## config.mk

```make
export PLATFORM = sky130hd
export DESIGN_NAME = acc_fixed_mc
export DESIGN_NICKNAME = d
export VERILOG_FILES = /design/src/rtl/acc_fixed_mc.sv
export SDC_FILE = /design/constraint.sdc
export NUM_CORES = 1
export LEC_CHECK = 0
export CAP_MARGIN = 20
export CORE_MARGIN = 2
export CORE_UTILIZATION = 36
export DETAILED_ROUTE_END_ITERATION = 10
export PLACE_DENSITY_LB_ADDON = 0.3
export SLEW_MARGIN = 15
export SYNTH_ARGS = -nofsm -noshare
export SYNTH_HDL_FRONTEND = slang
export SYNTH_SLANG_ARGS = --single-unit
```

## constraint.sdc

```tcl
create_clock -name aclk -period 30.6 [get_ports aclk]
set_input_delay 6.12 -clock aclk [delete_from_list [all_inputs] [get_ports aclk]]
set_output_delay 6.12 -clock aclk [all_outputs]
set_load 0.02 [all_outputs]
```

## src/rtl/acc_fixed_mc.sv

```systemverilog
// Per-channel signed frame accumulator; tlast closes a channel frame and pushes {sum, tid, ovf} into a FWFT result FIFO.
// Latency: result is visible the cycle after the tlast beat (FIFO empty); one beat/cycle including same-channel back-to-back.
// Backpressure: s_axis_a_tready = !fifo_full (registered count, no in->out path); `ACC_SAT_EN selects clamping instead of wrap.
module acc_fixed_mc #(
    parameter int DATA_W    = 32,
    parameter int ACC_W     = 40,
    parameter int CH        = 4,
    parameter int CH_W      = (CH > 1) ? $clog2(CH) : 1,
    parameter int OUT_DEPTH = 4
) (
    input  logic              aclk,
    input  logic              areset,
    input  logic              s_axis_a_tvalid,
    output logic              s_axis_a_tready,
    input  logic [DATA_W-1:0] s_axis_a_tdata,
    input  logic [CH_W-1:0]   s_axis_a_tid,
    input  logic              s_axis_a_tlast,
    output logic              m_axis_result_tvalid,
    input  logic              m_axis_result_tready,
    output logic [ACC_W-1:0]  m_axis_result_tdata,
    output logic [CH_W-1:0]   m_axis_result_tid,
    output logic              m_axis_result_tuser,
    output logic [15:0]       count_dropped
);

    localparam int PTR_W = $clog2(OUT_DEPTH);
    localparam logic [CH_W:0]  CH_LIM  = (CH_W + 1)'(CH);
    localparam logic [PTR_W:0] DEPTH_C = (PTR_W + 1)'(OUT_DEPTH);

    typedef struct packed {
        logic [ACC_W-1:0] sum;
        logic [CH_W-1:0]  id;
        logic             ovf;
    } res_t;

    logic             beat_acc;
    logic             in_range;
    logic             push;
    logic             pop;
    logic             full;
    logic             empty;

    logic [ACC_W-1:0] acc_q [CH];
    logic [ACC_W-1:0] acc_d [CH];
    logic [CH-1:0]    ovf_q;
    logic [CH-1:0]    ovf_d;

    logic [ACC_W-1:0] acc_cur;
    logic [ACC_W-1:0] addend;
    logic [ACC_W-1:0] sum_raw;
    logic [ACC_W-1:0] sum_final;
    logic             add_ovf;
    logic             frame_ovf;

    res_t             fifo_q [OUT_DEPTH];
    res_t             push_ent;
    res_t             head_ent;
    logic [PTR_W-1:0] wr_ptr_q;
    logic [PTR_W-1:0] wr_ptr_d;
    logic [PTR_W-1:0] rd_ptr_q;
    logic [PTR_W-1:0] rd_ptr_d;
    logic [PTR_W:0]   count_q;
    logic [PTR_W:0]   count_d;

    logic [15:0]      dropped_q;
    logic [15:0]      dropped_d;

    // ------------------------------------------------------------------
    // Handshakes
    // ------------------------------------------------------------------
    assign full            = (count_q == DEPTH_C);
    assign empty           = (count_q == '0);
    assign s_axis_a_tready = !areset && !full;
    assign beat_acc        = s_axis_a_tvalid && s_axis_a_tready;
    assign in_range        = ({1'b0, s_axis_a_tid} < CH_LIM);
    assign push            = beat_acc && in_range && s_axis_a_tlast;
    assign pop             = m_axis_result_tvalid && m_axis_result_tready;

    // ------------------------------------------------------------------
    // Add datapath: single-cycle read-modify-write on the addressed channel
    // ------------------------------------------------------------------
    assign acc_cur   = acc_q[s_axis_a_tid];
    assign addend    = ACC_W'($signed(s_axis_a_tdata));
    assign sum_raw   = acc_cur + addend;
    assign add_ovf   = (acc_cur[ACC_W-1] == addend[ACC_W-1]) &&
                       (sum_raw[ACC_W-1] != acc_cur[ACC_W-1]);
    assign frame_ovf = ovf_q[s_axis_a_tid] | add_ovf;

`ifdef ACC_SAT_EN
    localparam logic [ACC_W-1:0] ACC_MAX = {1'b0, {(ACC_W-1){1'b1}}};
    localparam logic [ACC_W-1:0] ACC_MIN = {1'b1, {(ACC_W-1){1'b0}}};

    // On overflow both operands share a sign, so the current sign picks the rail.
    always_comb begin
        sum_final = sum_raw;
        if (add_ovf) begin
            sum_final = acc_cur[ACC_W-1] ? ACC_MIN : ACC_MAX;
        end
    end
`else
    assign sum_final = sum_raw;
`endif

    always_comb begin
        acc_d = acc_q;
        ovf_d = ovf_q;
        if (beat_acc && in_range) begin
            if (s_axis_a_tlast) begin
                acc_d[s_axis_a_tid] = '0;
                ovf_d[s_axis_a_tid] = 1'b0;
            end else begin
                acc_d[s_axis_a_tid] = sum_final;
                ovf_d[s_axis_a_tid] = frame_ovf;
            end
        end
    end

    always_ff @(posedge aclk or posedge areset) begin
        if (areset) begin
            for (int c = 0; c < CH; c++) begin
                acc_q[c] <= '0;
            end
            ovf_q <= '0;
        end else begin
            acc_q <= acc_d;
            ovf_q <= ovf_d;
        end
    end

    // ------------------------------------------------------------------
    // Dropped-beat counter (tid beyond CH), saturating
    // ------------------------------------------------------------------
    always_comb begin
        dropped_d = dropped_q;
        if (beat_acc && !in_range && (dropped_q != 16'hFFFF)) begin
            dropped_d = dropped_q + 16'd1;
        end
    end

    always_ff @(posedge aclk or posedge areset) begin
        if (areset) begin
            dropped_q <= '0;
        end else begin
            dropped_q <= dropped_d;
        end
    end

    assign count_dropped = dropped_q;

    // ------------------------------------------------------------------
    // Result FIFO, first-word fall-through
    // ------------------------------------------------------------------
    always_comb begin
        push_ent.sum = sum_final;
        push_ent.id  = s_axis_a_tid;
        push_ent.ovf = frame_ovf;
    end

    always_comb begin
        wr_ptr_d = wr_ptr_q;
        rd_ptr_d = rd_ptr_q;
        count_d  = count_q;
        if (push) begin
            wr_ptr_d = wr_ptr_q + PTR_W'(1);
        end
        if (pop) begin
            rd_ptr_d = rd_ptr_q + PTR_W'(1);
        end
        case ({push, pop})
            2'b10:   count_d = count_q + (PTR_W + 1)'(1);
            2'b01:   count_d = count_q - (PTR_W + 1)'(1);
            default: count_d = count_q;
        endcase
    end

    // Entries are cleared on reset so the idle head reads as all-zero.
    always_ff @(posedge aclk or posedge areset) begin
        if (areset) begin
            for (int i = 0; i < OUT_DEPTH; i++) begin
                fifo_q[i] <= '0;
            end
            wr_ptr_q <= '0;
            rd_ptr_q <= '0;
            count_q  <= '0;
        end else begin
            if (push) begin
                fifo_q[wr_ptr_q] <= push_ent;
            end
            wr_ptr_q <= wr_ptr_d;
            rd_ptr_q <= rd_ptr_d;
            count_q  <= count_d;
        end
    end

    assign head_ent             = fifo_q[rd_ptr_q];
    assign m_axis_result_tvalid = !empty;
    assign m_axis_result_tdata  = head_ent.sum;
    assign m_axis_result_tid    = head_ent.id;
    assign m_axis_result_tuser  = head_ent.ovf;

endmodule

```

# Word-level counts from Yosys, hierarchy flattened

Cells that the tools add are included.

Muxes and demuxes: 20
Bitwise logic cells: 8
Add/sub/neg operators: 5
Reduce and logical (&&, ||, !) cells: 13
Eq/ne operators: 5
$lt $le $gt $ge: 7

Operators with widths:

| kind                                               | number |
|---|---|
| bitwise mux 172 bit                                | 1 |
| bitwise AND 160 bit                                | 1 |
| bitwise mux 160 bit                                | 1 |
| two-way mux 160 bit                                | 1 |
| inverter 160 bit                                   | 1 |
| two-way mux 43 bit                                 | 3 |
| two-way mux 40 bit                                 | 3 |
| binary-select mux 43 bit (select 2 bit)            | 1 |
| demux 43 bit (select 2 bit)                        | 1 |
| binary-select mux 40 bit (select 2 bit)            | 1 |
| demux 40 bit (select 2 bit)                        | 1 |
| adder 40 bit                                       | 1 |
| >= comparator 3 bit, second input constant         | 3 |
| inverter 2 -> 3 bit                                | 3 |
| logical AND 1 bit                                  | 8 |
| < comparator 3 x 1 -> 1 bit, second input constant | 2 |
| one-hot mux 3 bit (2 select lines)                 | 1 |
| adder 2 x 1 -> 2 bit, second input constant        | 2 |
| bitwise AND 4 bit                                  | 1 |
| bitwise mux 4 bit                                  | 1 |
| two-way mux 4 bit                                  | 1 |
| inverter 4 bit                                     | 1 |
| adder 3 x 1 -> 3 bit, second input constant        | 1 |
| equality test 3 bit, second input constant         | 1 |
| 14 further kinds                                   | 17 |

Register bits: 343

# Logic depth before layout (Yosys ltp)

Depth after elaboration: 10
Gate-level depth with buffers: 14
Depth with buffers taken out: 12

# Least setup slack after synthesis

Ideal clock, no wire load.

Kind: input-to-output
Start point: input areset
End point: output s_axis_a_tready
Data required time: 24.480 ns
Buffers on the path: 0
Setup slack: 17.942 ns
Stages on the path: 1
Data arrival time: 6.538 ns
Cells stage by stage: a31oi_1

Longest elaborated chain between the ends: 2

Ends and longest elaborated chain:

| what                               | RTL line | source |
|---|---|---|
| start: declaration                 | 12       | `input logic areset,` |
| logical NOT 1 bit (no source line) | -        |  |
| logical AND 1 bit                  | 73       | `assign s_axis_a_tready = !areset && !full;` |
| end: declaration                   | 14       | `output logic s_axis_a_tready,` |

Every way passes these cells.

# Final worst setup path

Ends and elaborated chain as after synthesis.

==> impl_metrics.json <==
{
  "r2r-start": "acc_q[1]",
  "rsz0062_at_grt": "false",
  "rrSetupSlack_ps": 26650,
  "p_clk_share_pct": 21.5,
  "synthArstFlopShare_pct": 100,
  "synth.distinct_cells": 69,
  "cts_made_buffers": 38,
  "crit_chain": "clkdlybuf4s50_1 -> a31oi_1 -> clkdlybuf4s50_1",
  "finalSetupViolCount": 0,
  "drt-initial-drc-count": 735,
  "relSlewSlack_pct": 24.1,
  "place.gp.congestion": 0.838,
  "vias_per_cell": 5.35,
  "core_area_um2": 46600,
  "hold_buffers": 0,
  "reg2reg_depth": 10,
  "fin_crit_ps": 13680,
  "insertion_delay_ps": 530,
  "yosys_warnings": 0,
  "skew_ps": 13.9,
  "path_delay_family": "buffers and inverters",
  "antenna_found_initial": 3,
  "ios": 100,
  "firstDrtPassIters": 5,
  "max_freq_mhz": 73.1,
  "path_class": "primary input to primary output",
  "die_w_um": 221,
  "seq_area_frac_synth_pct": 50.5,
  "hold_end": "acc_q[137]",
  "fin_hold_ws_ps": 471,
  "p_int_mw": 1.36,
  "grt_pass1_vias": 12100,
  "synth_xor_area_share_pct": 2.70,
  "whs_path_depth": 2,
  "clk_path_buf_depth": 3,
  "dp_slack_ps": 16920,
  "critPathMaxStageDelay_ps": 650,
  "worst_pin_slew_ps": 1130,
  "p_per_area_nw_per_um2": 111,
  "hpwl_um": 26700,
  "htree_levels": 2,
  "drive_gt1_share_pct": 17.3,
  "track_usage_pct": 17.3,
  "comb_power_share_pct": 44.3,
  "cts-root-buf": "clkbuf_16",
  "die_h_um": 221,
  "cts.sinks": 343,
  "post_drt_wl_per_cell_um": 19.2,
  "clkSlewWorstSetupHoldPaths_ps": 50,
  "crit_buf_inv": 2,
  "ant_nets": 0,
  "row_count": 79,
  "ys_dominant_reg_cell": "dfrtp_1",
  "synthSimpleGateAreaFrac_pct": 9.32,
  "swShare_pct": 37.7,
  "status": "completed",
  "grt_pass1_wl_um": 68100,
  "startpoint_type": "primary input",
  "cp_max_fo": 3,
  "slew_violations": 0,
  "synth_top_family_by_area": "compound AO/OA/AOI/OAI gates",
  "end_kind": "primary output",
  "cp_common_cell": "clkdlybuf4s50_1",
  "die_area_um2": 49000,
  "synth_adder_area_share_pct": 3.47,
  "crit_required_ps": 24480,
  "synth-compound-area-share_pct": 15.7,
  "ys_ff_latch": 343,
  "period_share_pct": 44.7,
  "cts_resized": 0,
  "avgSynthCellArea_um2": 11.2,
  "setup_tns_ps": 0,
  "cts_setup_buffers": 0,
  "power_switching_uw": 821,
  "worst_r2r_endpoint": "fifo_q[106]",
  "min_path_type": "flip-flop to flip-flop",
  "vias": 11600,
  "routed_wl_um": 41800,
  "syn2layout_area_growth_pct": 15.0,
  "p_leak_nw": 8.67,
  "synth_edf_count": 0,
  "final-hold-violation-count": 0,
  "seq_power_share_pct": 34.2,
  "synth_area_um2": 17000,
  "arrival_ps": 7560,
  "port_buffers": 83,
  "drv_cap": 0,
  "synthMuxAreaShare_pct": 14.6,
  "setup_slack_ps": 16920,
  "syn_inst": 1512,
  "overflow": 0,
  "cts_tree": "built",
  "start_util_pct": 36.5,
  "slowest_stage": "clkdlybuf4s50_1",
  "nets": 1625,
  "ir_worst_vdd_uv": 74.6,
  "holdCritStartpoint": "acc_q[137]",
  "design_power_total_mw": 2.18,
  "drcViolationCount": 0,
  "grt_max_degree": 193
}
-- how the worst max path moves through the flow --
stage	from	endpoint	cells after the start
after floorplan	areset	acc_q[0]	1
after global placement	areset	s_axis_a_tready	3
after detailed placement	areset	s_axis_a_tready	3
after CTS	areset	s_axis_a_tready	3
after global routing	areset	s_axis_a_tready	3
final	areset	s_axis_a_tready	3
-- power by group through the flow --
stage | Combinational (mW) | Sequential, mW | Clock [mW]
detailed placement | 0.970 | 0.752 | 0
floorplan | 0.678 | 0.722 | 0
finish | 0.965 | 0.745 | 0.467
global route | 1.06 | 0.770 | 0.497
global placement | 0.950 | 0.740 | 0
CTS | 0.974 | 0.745 | 0.479
-- tightest hold or removal path: cells and delay by family, from the launching register on --
family	cells	cell delay [ps]
compound gates	1	50
flops	1	340
simple gates	1	50
-- final cells by class --
| class | instances | area (um2) |
|---|---|---|
| Antenna cell | 1 | 2.50 |
| Tap cell | 607 | 759 |
| Inverter | 17 | 71.3 |
| Fill cell | 4378 | 27000 |
| Multi-Input combinational cell | 1042 | 7870 |
| Sequential cell | 343 | 8590 |
| Clock buffer | 50 | 1080 |
| Clock inverter | 18 | 210 |
| Timing Repair Buffer | 98 | 963 |
-- stage by stage --
stage | utilization (%) | area [um2] | cells
after floorplan | - | 17100 | 1527
after global placement | 39.1 | 18200 | 2106
after detailed placement | 39.1 | 18200 | 2106
after CTS | 41.9 | 19500 | 2174
after global routing | 42.0 | 19500 | 2175
final | 42.0 | 19500 | 2176
-- sequential cells by signal, summed over array words and instances (netlist names) --
signal	count
count_q	3
fifo_q	172
rd_ptr_q	2
acc_q	160
wr_ptr_q	2
ovf_q	4
-- cells by family after synthesis --
kind of cell               after synthesis
muxes                                  137
buffers and inverters                  142
xor gates and xnor gates                49
other                                    1
adders and majority gates               46
AOI/OAI and AO/OA                      422
and+or+nand+nor                        372
DFF                                    343
-- per-layer routing --
metal,GRT usage [%],wire [um],vias to the layer above
li1,-,-,5470
met1,25.1,20000,5889
met2,27.5,19300,228
met3,2.43,1730,58
met4,4.42,804,2
met5,0,11,-
-- cells in the mapped netlist, drive strengths merged, types with 3 or more instances --
| master | count | area [um2] |
|---|---|---|
| a21o | 25 | 188 |
| a21oi | 42 | 218 |
| a221oi | 3 | 50.1 |
| a22o | 48 | 420 |
| a31oi | 4 | 25.0 |
| and2 | 3 | 18.8 |
| and3 | 8 | 50.1 |
| buf | 38 | 225 |
| clkbuf | 87 | 327 |
| dfrtp | 343 | 8580 |
| ha | 44 | 551 |
| inv | 17 | 63.8 |
| mux2 | 52 | 586 |
| mux4 | 84 | 1890 |
| nand2 | 279 | 1050 |
| nand2b | 4 | 25.0 |
| nand3 | 7 | 35.0 |
| nand4 | 10 | 62.6 |
| nor2 | 25 | 98.8 |
| nor3 | 8 | 50.1 |
| o211ai | 3 | 22.5 |
| o21a | 5 | 37.5 |
| o21ai | 225 | 1140 |
| o21bai | 11 | 82.6 |
| o31ai | 34 | 283 |
| or2 | 19 | 119 |
| xnor2 | 26 | 243 |
| xor2 | 23 | 216 |
-- placed cells by master (no fill, tap or decap), types with 8 or more instances in the layout --
| cell | n |
|---|---|
| conb_1 | 16 |
| nand2_1 | 272 |
| or2_2 | 17 |
| clkdlybuf4s50_1 | 80 |
| ha_1 | 44 |
| dfrtp_1 | 341 |
| a21oi_1 | 40 |
| clkbuf_16 | 39 |
| a21o_1 | 25 |
| o31ai_1 | 32 |
| mux4_2 | 84 |
| o21ai_0 | 204 |
| o21bai_1 | 11 |
| nor2_1 | 23 |
| a22o_1 | 48 |
| and3_1 | 8 |
| inv_1 | 16 |
| buf_4 | 14 |
| o21ai_1 | 17 |
| nand4_1 | 10 |
| xor2_1 | 21 |
| xnor2_1 | 24 |
| mux2_2 | 52 |
No activity file was read; power rests on OpenSTA's default activity.
